===== src/rtl/reg3_cmd_sched.sv =====
// Round-robin command scheduler for one shared inc/load/clear register.
// Drives the register controls one-hot and tracks its value in a shadow.
module reg3_cmd_sched #(
  parameter int unsigned WIDTH = 16,
  parameter int unsigned CNT_W = 8
) (
  input  logic             clk,
  input  logic             reset,
  input  logic             req0_valid,
  output logic             req0_ready,
  input  logic [1:0]       req0_op,
  input  logic [WIDTH-1:0] req0_data,
  input  logic             req1_valid,
  output logic             req1_ready,
  input  logic [1:0]       req1_op,
  input  logic [WIDTH-1:0] req1_data,
  output logic             reg_inc,
  output logic             reg_write_en,
  output logic             reg_reset,
  output logic [WIDTH-1:0] reg_datain,
  output logic             done,
  output logic             done_id,
  output logic [WIDTH-1:0] done_value,
  output logic [WIDTH-1:0] cur_value,
  output logic             busy
);

  localparam logic [1:0] OP_CLR  = 2'b00;
  localparam logic [1:0] OP_INC  = 2'b01;
  localparam logic [1:0] OP_LOAD = 2'b10;
  localparam logic [1:0] OP_INCN = 2'b11;

  typedef enum logic [1:0] {ST_INIT, ST_IDLE, ST_EXEC} state_t;

  state_t           state, state_nxt;
  logic [1:0]       op_q;
  logic [WIDTH-1:0] data_q;
  logic             id_q;
  logic             last_q;
  logic [CNT_W-1:0] cnt_q, cnt_nxt;
  logic [WIDTH-1:0] shadow_q, shadow_nxt;
  logic             gnt;
  logic             accept;
  logic             exec_last;
  logic [1:0]       op_sel;
  logic [WIDTH-1:0] data_sel;

  assign op_sel    = gnt ? req1_op : req0_op;
  assign data_sel  = gnt ? req1_data : req0_data;
  assign cur_value = shadow_q;
  assign busy      = (state != ST_IDLE);

  // Next-state, arbitration and one-hot register control decode
  always_comb begin
    state_nxt    = state;
    req0_ready   = 1'b0;
    req1_ready   = 1'b0;
    gnt          = 1'b0;
    accept       = 1'b0;
    reg_inc      = 1'b0;
    reg_write_en = 1'b0;
    reg_reset    = 1'b0;
    reg_datain   = '0;
    shadow_nxt   = shadow_q;
    cnt_nxt      = cnt_q;
    exec_last    = 1'b0;
    case (state)
      ST_INIT: begin
        // Clear pulse only once reset is released, never while it is held
        reg_reset  = reset;
        shadow_nxt = '0;
        state_nxt  = ST_IDLE;
      end
      ST_IDLE: begin
        gnt = (req0_valid && req1_valid) ? ~last_q : req1_valid;
        if (req0_valid || req1_valid) begin
          accept     = 1'b1;
          req0_ready = ~gnt;
          req1_ready = gnt;
          cnt_nxt    = data_sel[CNT_W-1:0];
          state_nxt  = ST_EXEC;
        end
      end
      ST_EXEC: begin
        case (op_q)
          OP_CLR: begin
            reg_reset  = 1'b1;
            shadow_nxt = '0;
            exec_last  = 1'b1;
          end
          OP_INC: begin
            reg_inc    = 1'b1;
            shadow_nxt = shadow_q + WIDTH'(1);
            exec_last  = 1'b1;
          end
          OP_LOAD: begin
            reg_write_en = 1'b1;
            reg_datain   = data_q;
            shadow_nxt   = data_q;
            exec_last    = 1'b1;
          end
          OP_INCN: begin
            if (cnt_q == '0) begin
              exec_last = 1'b1;
            end else begin
              reg_inc    = 1'b1;
              shadow_nxt = shadow_q + WIDTH'(1);
              cnt_nxt    = cnt_q - CNT_W'(1);
              exec_last  = (cnt_q == CNT_W'(1));
            end
          end
          default: exec_last = 1'b1;
        endcase
        if (exec_last) state_nxt = ST_IDLE;
      end
      default: state_nxt = ST_INIT;
    endcase
  end

  // State, shadow, command latch and completion registers
  always_ff @(posedge clk) begin
    if (!reset) begin
      state      <= ST_INIT;
      shadow_q   <= '0;
      last_q     <= 1'b1;
      cnt_q      <= '0;
      op_q       <= OP_CLR;
      data_q     <= '0;
      id_q       <= 1'b0;
      done       <= 1'b0;
      done_id    <= 1'b0;
      done_value <= '0;
    end else begin
      state    <= state_nxt;
      shadow_q <= shadow_nxt;
      cnt_q    <= cnt_nxt;
      done     <= (state == ST_EXEC) && exec_last;
      if ((state == ST_EXEC) && exec_last) begin
        done_id    <= id_q;
        done_value <= shadow_nxt;
      end
      if (accept) begin
        op_q   <= op_sel;
        data_q <= data_sel;
        id_q   <= gnt;
        last_q <= gnt;
      end
    end
  end

endmodule


===== config.mk =====
export PLATFORM = sky130hd
export DESIGN_NAME = reg3_cmd_sched
export DESIGN_NICKNAME = d
export VERILOG_FILES = /design/src/rtl/reg3_cmd_sched.sv
export SDC_FILE = /design/constraint.sdc
export NUM_CORES = 1
export LEC_CHECK = 0
export CORE_ASPECT_RATIO = 1.75
export CORE_MARGIN = 1.5
export CORE_UTILIZATION = 63
export DETAILED_ROUTE_END_ITERATION = 10
export DONT_BUFFER_PORTS = 1
export HOLD_SLACK_MARGIN = 0.05
export PLACE_DENSITY = 0.9
export SKIP_CTS_REPAIR_TIMING = 1
export SLEW_MARGIN = 5
export SYNTH_ARGS = -nofsm -noshare
export SYNTH_HDL_FRONTEND = slang
export SYNTH_SLANG_ARGS = --single-unit

===== constraint.sdc =====
create_clock -name clk -period 2.77 [get_ports clk]
set_input_delay 0.554 -clock clk [delete_from_list [all_inputs] [get_ports clk]]
set_output_delay 0.554 -clock clk [all_outputs]
set_load 0.01 [all_outputs]

Yosys cells after proc, flatten, opt, wreduce, memory -nomap -nowiden
Cells that the tools add are included.
Widths: inputs -> output; s select.
{ "totals": {"elab_cells": 68, "output_inout_bits": 56, "latch_bits": 0, "in_bits": 40, "reg_bits": 64, "mem_bits_ro": 0, "mem_bits_rw": 0, "n_memories": 0} }
{ "classes": {"eq_ne": 11, "mul": 0, "shift": 0, "reduce_logical": 10, "n_div": 0, "bitwise_logic": 2, "n_mux": 33, "order_cmp": 0, "add_sub_neg": 2} }
{ "op_table": {"columns": ["op", "count"], "rows": [
  ["$mux 16", 4],
  ["$pmux 16 s4", 1],
  ["$pmux 16 s2", 1],
  ["$mux 8", 3],
  ["$add 16x1->16 const B", 1],
  ["$mux 1", 16],
  ["$pmux 8 s2", 1],
  ["$eq 8x1->1 const B", 1],
  ["$logic_not 8->1", 1],
  ["$sub 8x1->8 const B", 1],
  ["$eq 2x2->1 const B", 3],
  ["$mux 2", 3],
  ["$ne 2x2->1 const B", 3],
  ["$pmux 1 s2", 3],
  ["$pmux 2 s3", 1],
  ["$eq 2x1->1 const B", 2],
  ["$logic_not 2->1", 2],
  ["$ne 2x1->1 const B", 2],
  ["$reduce_and 4->1", 1],
  ["$reduce_or 3->1", 1],
  ["$logic_and 1x1->1", 2],
  ["$not 1->1", 2],
  ["$reduce_and 2->1", 1],
  ["$reduce_bool 2->1", 1],
  ["$logic_or 1x1->1", 1]
]} }

Logic depth before layout (Yosys ltp)
Gate-level depths: netlist (run 1).
{ "logic_depth": {"ltp_word": 6, "depth_mapped": 9, "mapped_depth_nobuf": 7} }

Worst setup path after synthesis (run 1)
No wires, ideal clock.
{ "synth_timing": {"kind": "flip-flop to flip-flop", "from": "register cnt_q[0]", "to": "register done_value[3]", "path_slack_ns": 0.674, "setup_ns": 0.122, "path_buffers": 2, "arrival_ns": 1.973, "t_required_ns": 2.648, "synth_period_minus_slack_ns": 2.096, "stages_incl_launch_ff": 10, "cell_sequence": "dfxtp_1 -> inv_1 -> ha_1 -> or2_2 -> a311o_1 -> and2_1 -> buf_2 -> buf_2 -> o21ai_0 -> a21oi_1"} }
{ "synth_via": {"elab_chain_cells": 6, "elab_cells_between_ends": 10, "classes_between": "1 x eq/ne; 7 x mux; 2 x reduce/logical"} }
{ "synth_lines": {"columns": ["element", "line_no", "text"], "rows": [
  ["start: declaration", "40", "logic [CNT_W-1:0] cnt_q, cnt_nxt;"],
  ["start signal: assignment", "136", "cnt_q <= cnt_nxt;"],
  ["$eq 8x1->1 or $logic_not 8->1 (tied branches)", "109, 103", null],
  ["$mux 1", "103", "if (cnt_q == '0) begin"],
  ["$pmux 1 s2", "85", "case (op_q)"],
  ["$mux 1 (2 in a row)", "67", "case (state)"],
  ["$logic_and 1x1->1", "138", "if ((state == ST_EXEC) && exec_last) begin"],
  ["end signal: assignment", "140", "done_value <= shadow_nxt;"],
  ["end: declaration", "23", "output logic [WIDTH-1:0] done_value,"]
]} }
Parallel ways exist; a longest one is shown, timed or not. The select of a mux whose other input is x is not followed.
A chain may end at the register's enable or synchronous reset.

Final worst setup path (run 1)
{ "layout_timing": {"from": "register cnt_q[0]", "to": "output reg_inc"} }
{ "layout_via": {"elab_chain_cells": 4} }
{ "layout_lines": {"columns": ["element", "line_no", "text"], "rows": [
  ["$logic_not 8->1", "103", null],
  ["$mux 1", "103", null],
  ["$pmux 1 s2", "85", null],
  ["$mux 1", "67", null],
  ["end: declaration", "17", "output logic reg_inc,"]
]} }
Every way passes these cells.

==> results by stage, run 1 <==
Finish:
- The top cell types in the final layout, fill and taps aside, are 64 x sky130_fd_sc_hd__dfxtp_1, 40 x sky130_fd_sc_hd__nand2_1, 35 x sky130_fd_sc_hd__nor2_1.
- Relative to the synthesized area, the layout overhead comes to 7.60%.
- The post-layout net count is 460.
- The repair_antennas step left the layout with diodes totalling 0.
- Leaving out fill and tap cells, the most frequent cell in the layout is sky130_fd_sc_hd__dfxtp_1.
- Of the cells placed in the final design, the portion with a size suffix greater than 1 is a little under a tenth.

CTS:
- The TritonCTS clock tree is done.
- The root buffer cell chosen for the clock tree is sky130_fd_sc_hd__clkbuf_8.
- The clock tree synthesis step divided the H-tree into 3 levels.
- Clock-pin slew was measured on the worst setup and hold paths at about 70 ps.
- The number of clock sinks is 64.
- The TritonCTS buffer count is 9.
- The clock insertion delay at the later pin of the skew report is 350 ps.
- In this run the deepest clock path goes through 2 buffers.

Setup path:
- The launching element of the worst setup path is cnt_q[0]$_SDFFE_PN0P_.
- Data arrives at the worst endpoint at around 2000 ps.
- The endpoint type of the worst setup path is a primary output.
- The largest stage delay on the critical path is 750 ps.
- The worst setup path category is reg2out.
- The startpoint identified for the worst register-to-register timing path is cnt_q[0]$_SDFFE_PN0P_.
- The maximum fanout along the worst path is 9.
- For this design, the slowest cell found on the critical path is sky130_fd_sc_hd__a311oi_1.
- The setup slack of the worst register-to-register path is roughly 190 ps.
- In this run the critical register-to-register path is captured at cnt_q[2]$_SDFFE_PN0P_.
- The startpoint type of the worst setup path is a flip-flop.
- STA puts the critical path data required time at 2220 ps.
- The logic depth of the worst register-to-register path is 7.
- Walking the worst path, the cells encountered are inv_1, ha_1, nor4b_4, a311oi_1.

Synth:
- The distinct cell type count of the synthesized netlist is 56.
- Sequential cells were found to cover 36.4% of the synthesized design area.
- Of all cell types, the one taking the most synthesized area is sky130_fd_sc_hd__dfxtp_1.
- After synthesis, the cell types taking the most area are sky130_fd_sc_hd__dfxtp_1 36%, sky130_fd_sc_hd__mux2i_1 6.5%, sky130_fd_sc_hd__nand2_1 4.3%.
- Yosys mapped a number of flops with a built-in enable equal to 0.
- The number of storage elements in the synthesis netlist is 64.
- Counting every net in the synthesized netlist gives about 470.
- The most instantiated flip-flop cell in the synthesis netlist is sky130_fd_sc_hd__dfxtp_1.
- The area of the mapped netlist is roughly 3500 sq um.
- Summed over its instances, the top area cell type makes up 36.4% of the synthesized netlist area.
- Counting flops with an async set or reset pin after synthesis yields a share of 0%.
- Yosys printed 0 warnings.
- The mean post-synth cell area is 8.27 sq um.
- The count of mapped cells out of synthesis is between 400 and 500.

Detailed routing:
- After detailed routing, the average wire length per cell comes to approximately 21 um.
- The number of detailed-routing iterations run before antenna repair is 7.
- The count of nets left with antenna violations once routing finished came out at 0.
- The first routing iteration left 320 violations.
- After detailed routing, the number of vias per cell comes to 6.85.
- The remaining design rule violation count is 0.
- The total number of vias is 3,397.
- Summed over all layers, the routed wires come to 10.3 mm.

Worst hold path:
- The worst hold path belongs to the class in2reg.
- The startpoint identified for the worst hold timing path is reset.
- Along the worst hold path, the cell count comes to 1.
- The worst hold path terminates at last_q$_SDFFE_PN1P_.

Global route:
- The wire length of the first global-routing pass is 16.1 mm.
- The global-route usage over all layers is 35.5%.
- For this run the aggregate overflow at the end of global routing stands at 0.
- The via count of the first global-routing pass came to 3,246.
- The number of antenna violations at the first check in global routing was 0.
- The pin count of the biggest net entering global routing is 31.

Timing:
- Of the available clock period, the critical path in the final layout requires a little over nine tenths.
- The final setup violation count is 0.
- The final setup skew is 8.90 ps.
- The accumulated negative setup slack is 0 ps.
- The maximum clock frequency is 0.385 GHz.
- Measured against its own limit, the worst slew margin works out to 44.5%.
- The number of hold violations in the final report was 0.
- Setup repair after global routing left no endpoint under its margin.
- The number of max-slew violations in the final report is 0.
- The pin slew with the least headroom to its limit is 827 ps.
- The worst path needs 2600 ps of the cycle, external delays included.
- On the final layout, the worst hold slack is 285 ps.

Place:
- The final weighted congestion of routability-driven global placement is a little over 1.
- The sum of net half-perimeters after detailed placement is 7.59 mm.
- Buffers placed on the I/O ports in this run total 0.

Run status:
- The run finished with clean final reports.

Die:
- The initialized floorplan defines 35 standard-cell rows.
- The area of the core region is 5340 sq um.
- From left edge to right edge, the die measures 59.5 um.
- The total I/O pin count is 96.
- The die height is 102 um.
- The area of the die is around 6100 sq um.
- The initial core utilization is 66.0%.

Job:
- The count of maximum capacitance violations is 0.

Power and ir drop:
- VDD sags by at most approximately 0.54 mV.
- Power spread over the standard cell area amounts to between 500 and 600 nW/um^2.
- The leakage power of the design is 1.51 nW.
-- worst max-delay path by stage --
stage                     cells after the start  slack (ps)                          to
after floorplan                               9         670  done_value[3]$_SDFFE_PN0P_
after global placement                        7         370       cnt_q[7]$_SDFFE_PN0P_
after detailed placement                      7         300       cnt_q[2]$_SDFFE_PN0P_
after CTS                                     4         230                     reg_inc
after global routing                          7          30       cnt_q[2]$_SDFFE_PN0P_
final                                         4         170                     reg_inc
-- synth_stat cells, types with 3 or more instances --
library cell                number
sky130_fd_sc_hd__a211oi_1       19
sky130_fd_sc_hd__nand2_1        40
sky130_fd_sc_hd__buf_2           9
sky130_fd_sc_hd__nor2_1         36
sky130_fd_sc_hd__nand4_1         6
sky130_fd_sc_hd__a32o_1          4
sky130_fd_sc_hd__o211ai_1        5
sky130_fd_sc_hd__o2bb2ai_1      12
sky130_fd_sc_hd__a22o_1         14
sky130_fd_sc_hd__nand2b_1        3
sky130_fd_sc_hd__mux2i_1        23
sky130_fd_sc_hd__dfxtp_1        64
sky130_fd_sc_hd__o21ai_0        28
sky130_fd_sc_hd__and2_1          4
sky130_fd_sc_hd__o22ai_1         4
sky130_fd_sc_hd__and3_1         19
sky130_fd_sc_hd__a21oi_1        16
sky130_fd_sc_hd__buf_1           4
sky130_fd_sc_hd__a32oi_1         3
sky130_fd_sc_hd__inv_1          11
sky130_fd_sc_hd__nor3_1          9
sky130_fd_sc_hd__or3_1           3
sky130_fd_sc_hd__nor2b_1         4
sky130_fd_sc_hd__a31oi_1         5
sky130_fd_sc_hd__or2_2           3
sky130_fd_sc_hd__ha_1            3
sky130_fd_sc_hd__and4_1          4
sky130_fd_sc_hd__nand3_1        14
sky130_fd_sc_hd__nor4_1          5
sky130_fd_sc_hd__clkbuf_1       19
-- where the power goes --
part	switching, W	internal (W)	leakage [nW]	total, W
Combinational	0.000211	0.000124	0.885	0.000335
Sequential	0.0000598	0.000964	0.521	0.00102
Clock	0.000379	0.000530	0.106	0.000908
Total	0.000649	0.00162	1.51	0.00227
-- cell families (layout without fill, tap and decap cells) --
| family | Yosys count | after routing | share of synthesized area (%) |
|---|---|---|---|
| buf+inv | 45 | 41 | 5.54 |
| fa+ha+maj | 3 | 3 | 1.07 |
| mux | 24 | 24 | 6.85 |
| xor+xnor | 1 | 1 | 0.249 |
| flops | 64 | 64 | 36.4 |
| compound gates | 133 | 133 | 27.0 |
| simple gates | 156 | 156 | 23.0 |
-- metrics by stage --
stage               instance area [sq um]  instances  setup WS, ps  power (W)  utilization, %
floorplan                            3520        426           674    0.00128               -
global placement                     3570        480           375    0.00136            66.8
detailed placement                   3570        480           302    0.00137            66.8
CTS                                  3790        496           232    0.00226            71.0
global route                         3790        496          33.5    0.00235            71.0
finish                               3790        496           173    0.00227            71.0
-- flip-flops by register name (all words and copies together), names as in the netlist --
| register | cells |
|---|---|
| done_value | 16 |
| done | 1 |
| id_q | 1 |
| state | 2 |
| cnt_q | 8 |
| cur_value | 16 |
| data_q | 16 |
| op_q | 2 |
| last_q | 1 |
| done_id | 1 |
-- per-layer routing --
metal / GRT usage [%] / up-vias / wire length, um
li1: - / 1582 / -
met1: 37.5 / 1588 / 3630
met2: 60.0 / 178 / 5310
met3: 8.61 / 49 / 687
met4: 25.0 / 0 / 624
met5: 0 / - / 0
-- cell type report --
| type | count | area, sq um |
|---|---|---|
| Fill cell | 456 | 1550 |
| Clock inverter | 5 | 80.1 |
| Inverter | 11 | 41.3 |
| Clock buffer | 11 | 141 |
| Multi-Input combinational cell | 317 | 2050 |
| Timing Repair Buffer | 14 | 105 |
| Sequential cell | 64 | 1280 |
| Tap cell | 74 | 92.6 |
-- critical path: cells and delay by family, from the launching register on --
kind | cells | cell delay (ps)
compound gates | 1 | 750
fa+ha+maj | 1 | 270
buf+inv | 1 | 80
flops | 1 | 390
simple gates | 1 | 200
Power figures use the tool's default switching activity.
==> run 2, diff against run 1 <==
PLACE_DENSITY = 0.79   (was 0.9)
==> results by stage, run 2 (synthesized netlist as in run 1, its figures left out) <==
Worst hold path:
- The cell depth of the worst hold path is 1 (unchanged).
- The class of the tightest hold or removal check is in2reg.

CTS:
- The clock insertion delay at the later pin of the skew report came to 360 ps (about the same).
- The clock transition at the register clock pins on the worst setup and hold paths after CTS came to 70 ps (about the same).
- The count of H-tree levels built during CTS is 3 (unchanged).
- The number of clock sinks is 64 (unchanged).
- The maximum clock path buffer count is 2 (unchanged).
- Clock tree synthesis selected as its root buffer the cell sky130_fd_sc_hd__clkbuf_8.
- The TritonCTS buffer count is 9 (unchanged).
- TritonCTS built the clock tree.

Setup path:
- The largest stage delay on the critical path is 450 ps (-300 ps).
- Traced cell by cell, the critical path runs through inv_1, ha_1, nor4b_4, buf_4, a311oi_2.
- The arrival time of data at the critical path endpoint is 1880 ps (-160 ps).
- STA classifies the critical path endpoint as a primary output.
- The maximum fanout along the worst path came to 9 (unchanged).
- The worst setup path is launched from a flip-flop.
- The worst setup path category is reg2out.
- Among all stages on the critical path, the largest delay is contributed by sky130_fd_sc_hd__a311oi_2.
- The required time at the worst-slack endpoint is 2220 ps (about the same).
- The logic depth of the worst register-to-register path is 7 (unchanged).

Power and ir drop:
- The power per standard cell area was 591 nW/um^2 (-1.2%).
- The worst-case vdd ir drop is 0.515 mV (-4.7%).
- The leakage power of the design is 1.52 nW (+0.84%).

Die:
- The area of the die is 6070 sq um (unchanged).
- The die height is 102 um (unchanged).
- The area of the core region is 5340 sq um (unchanged).
- The total number of placement rows is 35 (unchanged).
- The initial core utilization was 66.0% (unchanged).
- The total I/O pin count is 96 (unchanged).
- The die width is 59.5 um (unchanged).

Place:
- The sum of net half-perimeters after detailed placement is 7.49 mm (-1.3%).
- The number of buffers added on ports is 0 (unchanged).
- The cell count after placement was 483 (+0.63%).
- The final weighted congestion of routability-driven global placement is 0.932 (-8.2%).

Timing:
- The number of hold violations in the final report was 0 (unchanged).
- The pin slew with the least headroom to its limit is 538 ps (-289 ps).
- The final setup skew is 14.6 ps (+5.65 ps).
- Setup repair after global routing left no endpoint under its margin.
- The headroom to the max-slew limit is 64.2% (+20 points).
- The number of max-slew violations in the final report is 0 (unchanged).
- The final setup violation count is 0 (unchanged).
- The accumulated negative setup slack was 0 ps (unchanged).
- The final period utilization is 87.7% (-6.0 points).
- The shortest clock period the worst path allows after layout is 2430 ps (-166 ps).
- The maximum clock frequency is 0.411 GHz (+6.8%).

Detailed routing:
- The number of DRC markers after the initial detailed-route iteration is 187 (-42%).
- The total number of vias was 3,332 (-1.9%).
- The count of antenna-violating nets left after detailed routing is 0 (unchanged).
- The aggregate routed wire length is 10.1 mm (-1.8%).
- The remaining design rule violation count came to 0 (unchanged).
- The wire length per cell is 20.2 um (-2.4%).
- The number of detailed-routing iterations run before antenna repair is 4 (-3).
- The average vias per placed instance is 6.68 (-2.5%).

Global route:
- The number of antenna violations at the first check in global routing is 0 (unchanged).
- The total global routing overflow was 0 (unchanged).
- The global-route usage over all layers is 34.6% (-0.89 points).
- The wire length of the first global-routing pass is 15.6 mm (-2.7%).
- The pin count of the biggest net entering global routing is 31 (unchanged).
- The via count of the first global-routing pass is 3,148 (-3.0%).

Job:
- The count of maximum capacitance violations was 0 (unchanged).

Finish:
- The layout overhead on the synthesized area is 8.16%.
- The post-layout net count was 463 (+0.65%).
- The number of diodes added for antenna fixing was 0 (unchanged).
- The fraction of final layout cells with drive strength greater than 1 is 10.1% (+0.64 points).
- The most frequent standard cell in the layout excluding fill and tap cells is sky130_fd_sc_hd__dfxtp_1.
- The top cell types in the final layout, fill and taps aside, are 64 x sky130_fd_sc_hd__dfxtp_1, 40 x sky130_fd_sc_hd__nand2_1, 35 x sky130_fd_sc_hd__nor2_1.
- The post-layout instance count excluding filler cells was 499 (+0.60%).

Run status:
- The run finished with clean final reports.
==> run 2: cell type report <==
type | instances | area (sq um)
timing repair buffer | 17 | 128
sequential | 64 | 1280
tap | 74 | 92.6
clock buffer | 11 | 131
fill | 443 | 1530
inverter | 11 | 41.3
clock inverter | 5 | 81.3
multi-input combinational | 317 | 2060
==> run 2: worst max-delay path, delay by kind of cell, from the launching register on <==
kind            cells  cell delay, ps
compound gates      1             450
fa+ha+maj           1             260
buf+inv             2             260
flops               1             400
simple gates        1             150
==> run 2: metal layers <==
layer	track usage [%]	wire, um	vias to the layer above
li1	-	-	1597
met1	36.4	3630	1543
met2	60.1	5180	148
met3	8.10	694	44
met4	21.7	558	0
met5	0	0	-
==> run 2: path summary, 6_finish.rpt <==
path                         startpoint                          end  slack [ps]
setup / recovery  cnt_q[0]$_SDFFE_PN0P_                      reg_inc         340
setup reg to reg  cnt_q[0]$_SDFFE_PN0P_  done_value[13]$_SDFFE_PN0P_         430
hold / removal                    reset          last_q$_SDFFE_PN1P_         280
hold reg to reg       id_q$_SDFFE_PN0P_            id_q$_SDFFE_PN0P_         460
==> run 2: report_power, final <==
group          internal, W  leakage (nW)  switching [W]
combinational     0.000132         0.900       0.000213
clock             0.000507         0.104       0.000378
sequential        0.000964         0.521      0.0000578
==> run 2: through the flow <==
step	worst slack, ps	instance area (sq um)	hold WS, ps	utilization [%]	power (W)
final	340	3810	278	71.4	0.00225
after global routing	245	3810	270	71.4	0.00233
after CTS	118	3810	263	71.2	0.00225
after detailed placement	444	3590	455	67.3	0.00138
after global placement	511	3590	442	67.3	0.00137
after floorplan	674	3520	436	-	0.00128
